File: src/rtl/mem_arbiter.sv
// mem_arbiter: two-requester arbiter in front of a single-port memory.
// A request sampled in IDLE turns into a one-cycle ACCESS in the next cycle.
// Ties go to the requester that did not own the memory last (round-robin).
// Build option MEM_ARBITER_LOCK_EN: a requester may keep ownership across
// accesses (LOCKED state), bounded by LOCK_MAX cycles. When the bound hits,
// ownership is taken away and lock_err pulses for one cycle.
// Ports:
//   clk, rst                    clock, synchronous active-high reset
//   reqx/wex/lockx/adrx/wdx     requester x (x = 0, 1) request, write, lock, address, write data
//   gntx/rdx                    access performed this cycle, read data
//   mem_adr/mem_wd/mem_wr/mem_oe/mem_rd   memory side; mem_rd is combinational
//   owner/locked/lock_err       status
module mem_arbiter #(
  parameter int ADDR_W   = 32,
  parameter int DATA_W   = 32,
  parameter int LOCK_MAX = 16
) (
  input  logic              clk,
  input  logic              rst,
  input  logic              req0,
  input  logic              we0,
  input  logic              lock0,
  input  logic [ADDR_W-1:0] adr0,
  input  logic [DATA_W-1:0] wd0,
  output logic              gnt0,
  output logic [DATA_W-1:0] rd0,
  input  logic              req1,
  input  logic              we1,
  input  logic              lock1,
  input  logic [ADDR_W-1:0] adr1,
  input  logic [DATA_W-1:0] wd1,
  output logic              gnt1,
  output logic [DATA_W-1:0] rd1,
  output logic [ADDR_W-1:0] mem_adr,
  output logic [DATA_W-1:0] mem_wd,
  output logic              mem_wr,
  output logic              mem_oe,
  input  logic [DATA_W-1:0] mem_rd,
  output logic              owner,
  output logic              locked,
  output logic              lock_err
);

  typedef enum logic [1:0] {IDLE = 2'd0, ACCESS = 2'd1, LOCKED = 2'd2} state_t;

  state_t r_state, w_next;
  logic   r_owner, w_owner_nxt;

  // Owner-selected request fields
  logic              w_oreq, w_owe, w_act;
  logic [ADDR_W-1:0] w_oadr;
  logic [DATA_W-1:0] w_owd;

  assign w_oreq = r_owner ? req1 : req0;
  assign w_owe  = r_owner ? we1  : we0;
  assign w_oadr = r_owner ? adr1 : adr0;
  assign w_owd  = r_owner ? wd1  : wd0;
  // A request dropped before its grant cycle is withdrawn: no access happens.
  assign w_act  = (r_state == ACCESS) && w_oreq;
  assign owner  = r_owner;

`ifdef MEM_ARBITER_LOCK_EN
  logic       w_olock, w_cap;
  logic       r_lk, w_lk_nxt;     // current ACCESS was entered from LOCKED
  logic       r_err, w_err_nxt;
  logic [7:0] r_cnt, w_cnt_nxt;

  assign w_olock  = r_owner ? lock1 : lock0;
  // True in the cycle whose increment would bring the counter to LOCK_MAX
  assign w_cap    = ({1'b0, r_cnt} + 9'd1) >= 9'(LOCK_MAX);
  assign locked   = (r_state == LOCKED);
  assign lock_err = r_err;
`else
  logic w_unused_lock;
  assign w_unused_lock = ^{lock0, lock1, 8'(LOCK_MAX)};
  assign locked   = 1'b0;
  assign lock_err = 1'b0;
`endif

  always_ff @(posedge clk) begin
    if (rst) begin
      r_state <= IDLE;
      r_owner <= 1'b0;
`ifdef MEM_ARBITER_LOCK_EN
      r_lk    <= 1'b0;
      r_cnt   <= 8'd0;
      r_err   <= 1'b0;
`endif
    end else begin
      r_state <= w_next;
      r_owner <= w_owner_nxt;
`ifdef MEM_ARBITER_LOCK_EN
      r_lk    <= w_lk_nxt;
      r_cnt   <= w_cnt_nxt;
      r_err   <= w_err_nxt;
`endif
    end
  end

  always_comb begin
    w_next      = r_state;
    w_owner_nxt = r_owner;
`ifdef MEM_ARBITER_LOCK_EN
    w_lk_nxt    = 1'b0;
    w_cnt_nxt   = r_cnt;
    w_err_nxt   = 1'b0;
`endif
    mem_adr = '0;
    mem_wd  = '0;
    mem_wr  = 1'b0;
    mem_oe  = 1'b0;
    gnt0    = 1'b0;
    gnt1    = 1'b0;
    rd0     = '0;
    rd1     = '0;

    if (w_act) begin
      mem_adr = w_oadr;
      mem_wd  = w_owd;
      mem_wr  = w_owe;
      mem_oe  = ~w_owe;
      gnt0    = ~r_owner;
      gnt1    = r_owner;
      rd0     = r_owner ? '0 : mem_rd;
      rd1     = r_owner ? mem_rd : '0;
    end

    case (r_state)
      IDLE: begin
        if (req0 || req1) begin
          w_next      = ACCESS;
          w_owner_nxt = (req0 && req1) ? ~r_owner : req1;
        end
      end
      ACCESS: begin
        // A request still high at the end of ACCESS is ignored.
        w_next = IDLE;
`ifdef MEM_ARBITER_LOCK_EN
        if (w_act && w_olock) begin
          if (r_lk && w_cap) begin
            w_err_nxt = 1'b1;
          end else begin
            w_next    = LOCKED;
            w_cnt_nxt = r_lk ? r_cnt + 8'd1 : 8'd0;
          end
        end
`endif
      end
      LOCKED: begin
`ifdef MEM_ARBITER_LOCK_EN
        // Only the owner is looked at; a voluntary release takes priority
        // over the forced one.
        if (!w_olock && !w_oreq) begin
          w_next = IDLE;
        end else if (w_cap) begin
          w_next    = IDLE;
          w_err_nxt = 1'b1;
        end else begin
          w_cnt_nxt = r_cnt + 8'd1;
          if (w_oreq) begin
            w_next   = ACCESS;
            w_lk_nxt = 1'b1;
          end
        end
`else
        w_next = IDLE;
`endif
      end
      default: w_next = IDLE;
    endcase
  end

endmodule

File: config.mk
export PLATFORM = sky130hd
export DESIGN_NAME = mem_arbiter
export DESIGN_NICKNAME = d
export VERILOG_FILES = /design/src/rtl/mem_arbiter.sv
export SDC_FILE = /design/constraint.sdc
export NUM_CORES = 1
export LEC_CHECK = 0
export ABC_CLOCK_PERIOD_IN_PS = 1600
export BUFFER_PORTS_ARGS = -buffer_cell sky130_fd_sc_hd__buf_2
export CORE_AREA = 2 2 117 119
export CTS_CLUSTER_DIAMETER = 80
export CTS_CLUSTER_SIZE = 14
export DETAILED_ROUTE_END_ITERATION = 8
export DIE_AREA = 0 0 119 121
export HOLD_SLACK_MARGIN = 0.1
export PLACE_DENSITY_LB_ADDON = 0.15
export SLEW_MARGIN = 0
export SYNTH_ARGS = -nofsm -noshare
export SYNTH_HDL_FRONTEND = slang
export SYNTH_SLANG_ARGS = --single-unit
File: constraint.sdc
create_clock -name clk -period 1.6 [get_ports clk]
set_input_delay 0.16 -clock clk [delete_from_list [all_inputs] [get_ports clk]]
set_output_delay 0.16 -clock clk [all_outputs]
set_load 0.1 [all_outputs]
Word-level counts from Yosys, hierarchy flattened:

Cells that the tools add are included.

* input bits: 168
* logic and storage cells: 26
* output and inout port bits: 135
* bits in registers: 2

* reduce and logical (&&, ||, !) cells: 6
* multiplexer cells: 15
* bitwise gates (word level): 3

Operators with widths (number)
* $mux W32: 8
* $mux W1: 7
* $not A1 Y1: 3
* $logic_and A1 B1 Y1: 2
* $logic_not A2 Y1: 1
* $reduce_and A2 Y1: 1
* $reduce_or A2 Y1: 1
* $logic_or A1 B1 Y1: 1

Longest topological paths before layout:

* depth in word-level cells: 3
* mapped depth: 5
* depth with buffers taken out: 2

Least setup slack after synthesis:

Ideal clock, no wire load.

* path type: register -> output
* from: reg r_owner, in the netlist owner
* to: out mem_oe
* data required time: 1440 ps
* stages on the path, launching flop included: 4
* path buffers: 1
* arrival time: 3459 ps
* path slack: -2019 ps
* path through: dfxtp_1 -> nand2b_1 -> buf_4 -> o32ai_1

* cells in the longest elaborated chain, start to end: 3
* elaborated cells on any way between the ends: 5
* classes of those cells: mux (3); bitwise (1); reduce/logical (1)

Ends and longest elaborated chain
* start, declared: line 47 `logic r_owner, w_owner_nxt;`
* start signal, assigned: line 91 `r_owner <= w_owner_nxt;`
* $mux W1 (on tied branches): line 54, 55
* $logic_and A1 B1 Y1 or $not A1 Y1 (tied branches): line 59, 121
* $mux W1 *: line 117 `if (w_act) begin`
* end, declared: line 37 `output logic mem_oe,`

Mark *: on every way between the ends. The rest lies on a longest branch, timed or not.

Final worst setup path:

* from: reg r_state[0]
* to: out rd0[22]

* cells in the longest elaborated chain, start to end: 2

Ends and longest elaborated chain
* start, declared: line 46 `state_t r_state, w_next;`
* start signal, assigned: line 90 `r_state <= w_next;`
* $logic_and A1 B1 Y1: line 59 `assign w_act = (r_state == ACCESS) && w_oreq;`
* $mux W32: line 117
* end, declared: line 26 `output logic [DATA_W-1:0] rd0,`

Every way passes these cells.

==> Implementation_results.wiki <==
{| class="wikitable"
! Metric !! Value
|-
| Number of nets with antenna violations after detailed routing || 0
|-
| Setup violators final || 54
|-
| Met2 wire length || 7315 um
|-
| Netlist cell types || 19
|-
| EDFF count, synth || 0
|-
| Final Hold Fails || 0
|-
| Most instantiated cells after synthesis || sky130_fd_sc_hd__nand2_1 (131), sky130_fd_sc_hd__o22ai_1 (65), sky130_fd_sc_hd__and3_1 (33)
|-
| Number of max-slew violations in the final report || 0
|-
| Ratio of final minimum period to clock period || 1.017
|-
| CP Launch Type || register
|-
| Wire length on met1 || 4300 um
|-
| Syn Inst Count || around 320
|-
| Number of buffers on the longest clock path || 2
|-
| Die Y-Extent || approximately 120 um
|-
| Power Dens Cells || 427.8 mW/mm2
|-
| Port buffer count || 298
|-
| Clock tree skew after final layout || about 1.1 ps
|-
| Vias per inst || 4.350
|-
| Worst EP arrival || approximately 1500 ps
|-
| Static power due to leakage || roughly 2.9 nW
|-
| Uppermost layer routed || met4
|-
| Sum Neg Setup Slack || -1002 ps
|-
| Register area share after synthesis || 0.02446
|-
| Synthesized area per cell || 5.163 um2
|-
| Ant. Diodes || 0
|-
| Met3 routed WL || roughly 950 um
|-
| Outcome || complete, but fails checks
|-
| Std cell rows || 42
|-
| Largest driver fanout on the critical path || 8
|-
| Final min period || between 1500 and 2000 ps
|-
| Clock tree from TritonCTS || yes
|-
| Vias after detailed routing || between 3,000 and 4,000
|-
| Unrepaired setup endpoints after global routing || true
|-
| Maximum number of pins on one net before global-route repair || 55
|-
| Area of the placeable core || between 0.01 and 0.015 mm2
|-
| Most used DFF post-synth || sky130_fd_sc_hd__dfxtp_1
|-
| Worst-case setup slack after placement || approximately 47 ps
|-
| Worst IR Drop VDD || 0.2186 mV
|-
| Via count of the first global-routing pass || between 3,000 and 4,000
|-
| Post-detailed-placement half-perimeter wirelength || 10,360 um
|-
| Pwr Total || around 3 mW
|-
| Required time at the endpoint of the critical path || roughly 1400 ps
|-
| FF+latch count, synth || 2
|-
| Detailed-route wire length || around 13,000 um
|-
| Violated checks || negative setup slack
|-
| Wire length of the first global-routing pass || around 19,000 um
|-
| Number of detailed-routing iterations run before antenna repair || 4
|-
| Area of the die || 0.01440 mm2
|-
| Cts bufs inserted || 3
|-
| Max-cap violations || 0
|-
| Gr ovfl total || 0
|-
| Total routing usage reported by global routing || 0.1619
|-
| Register clock-pin slew on the reported worst setup and hold paths || about 30 ps
|-
| Net count, final || just under 800
|-
| Worst Setup End Kind || output port
|-
| Hold WC Path Type || primary input to register
|-
| Cell Area, Synth || around 0.0016 mm2
|-
| Layout cells sized above 1 || 0.7748
|-
| IO Count || just over 300
|-
| Number of buffers added to fix hold violations after cts || 0
|-
| Clock root buffer master || sky130_fd_sc_hd__clkbuf_16
|-
| Category of the critical setup timing path || register to output port
|-
| Cell taking the most area after synthesis || sky130_fd_sc_hd__nand2_1
|-
| Area growth from synthesis to layout || 333.5%
|-
| Placer congestion estimate || between 0.7 and 0.8
|-
| Clock H-tree levels || 1
|-
| Initial antenna violation count || 0
|-
| Initial detailed-routing violation count || between 100 and 150
|-
| Count of clock tree sinks || 2
|-
| Smallest setup slack after layout || -27.23 ps
|-
| Yosys synthesis warning count || 0
|-
| FFs w/ async S/R, synth || 0
|-
| WL/cell || between 15 and 20 um
|-
| Synth top area share || 0.3005
|-
| Worst-Skew Late Latency || around 230 ps
|-
| Cells taking the most area after synthesis || sky130_fd_sc_hd__nand2_1 (30%), sky130_fd_sc_hd__o22ai_1 (25%), sky130_fd_sc_hd__and3_1 (13%), sky130_fd_sc_hd__and2_1 (12%), sky130_fd_sc_hd__clkbuf_1 (4.6%)
|-
| Initial cell density of the core || 0.1251
|-
| Count of fill cells added during filler insertion || approximately 1,100
|-
| Maximum achievable frequency || ~610 MHz
|-
| DRC viols || 0
|-
| Library cell with the highest instance count after synthesis || sky130_fd_sc_hd__nand2_1
|-
| Overall die width || 119 um
|}
==> layout make-up <==
type,instances,area (um2),share of cell area
tap,176,220.2,0.03104
clock buffer,4,78.83,0.01111
multi-input combinational,274,2561,0.3610
sequential,2,47.55,0.006702
inverter,1,3.754,0.0005291
timing repair buffer,345,4183,0.5896
==> sequential cells by signal, summed over array words and instances (netlist names) <==
name	count
owner	1
r_state	1
==> power by group <==
group / total [mW] / switching, mW / internal (mW)
registers: 0.0652 / 0.0103 / 0.0549
clock network: 0.404 / 0.0743 / 0.329
logic: 2.57 / 1.57 / 1.00
==> stage by stage <==
step	instances	util	instance area, um2	hold WS, ps
after floorplan	318	-	2858	236.8
after global routing	802	0.5422	7094	132.4
after CTS	787	0.5247	6865	117.9
after global placement	778	0.5142	6729	348.5
final	802	0.5422	7094	122.7
after detailed placement	778	0.5142	6729	367.6
==> cell families (layout without fill, tap and decap cells) <==
| logic type | after synthesis | in the layout | synth area share |
|---|---|---|---|
| AOI/OAI and AO/OA | 67 | 67 | 0.2569 |
| and+or+nand+nor | 205 | 205 | 0.5826 |
| other | 1 | 2 | 0.002291 |
| buffers and inverters | 42 | 350 | 0.1338 |
| DFF | 2 | 2 | 0.02447 |
==> critical path, stage by stage, from the launching register on <==
cell and delay, ps:
sky130_fd_sc_hd__dfxtp_4 380, sky130_fd_sc_hd__buf_6 110, sky130_fd_sc_hd__and2b_4 210, sky130_fd_sc_hd__clkbuf_16 180, sky130_fd_sc_hd__and3_4 190, sky130_fd_sc_hd__buf_12 170
==> final timing paths <==
kind,depth (start not counted),slack (ps),endpoint,startpoint
setup / recovery,5,-30,rd0[22],r_state[0]
setup reg to reg,2,550,owner,r_state[0]
hold reg to reg,1,480,r_state[0],r_state[0]
hold / removal,2,120,r_state[0],rst
==> repair_timing <==
item                       4_1_cts  5_1_grt
buffers inserted                 5       10
gates cloned                     0        5
gates resized for setup          3        8
setup endpoints to repair      109      103
pin swaps                        2       34
==> cell usage in the layout (no fill, tap or decap), types with 2 or more instances in the layout <==
cell,Yosys,routed
sky130_fd_sc_hd__buf_4,4,18
sky130_fd_sc_hd__clkbuf_16,0,7
sky130_fd_sc_hd__buf_2,13,166
sky130_fd_sc_hd__buf_12,0,154
sky130_fd_sc_hd__and2_4,0,32
sky130_fd_sc_hd__nand2b_1,3,2
sky130_fd_sc_hd__conb_1,1,2
sky130_fd_sc_hd__buf_6,4,3
sky130_fd_sc_hd__nand2_1,131,130
sky130_fd_sc_hd__dfxtp_4,0,2
sky130_fd_sc_hd__and3_4,0,32
sky130_fd_sc_hd__o22ai_4,0,65
==> layer usage <==
layer | GRT usage | up-vias
met4 | 0.03497 | 0
met2 | 0.3197 | 172
met3 | 0.03712 | 13
li1 | - | 1702
met5 | 0 | -
met1 | 0.1735 | 1602
(Power assumes the default switching activity.)
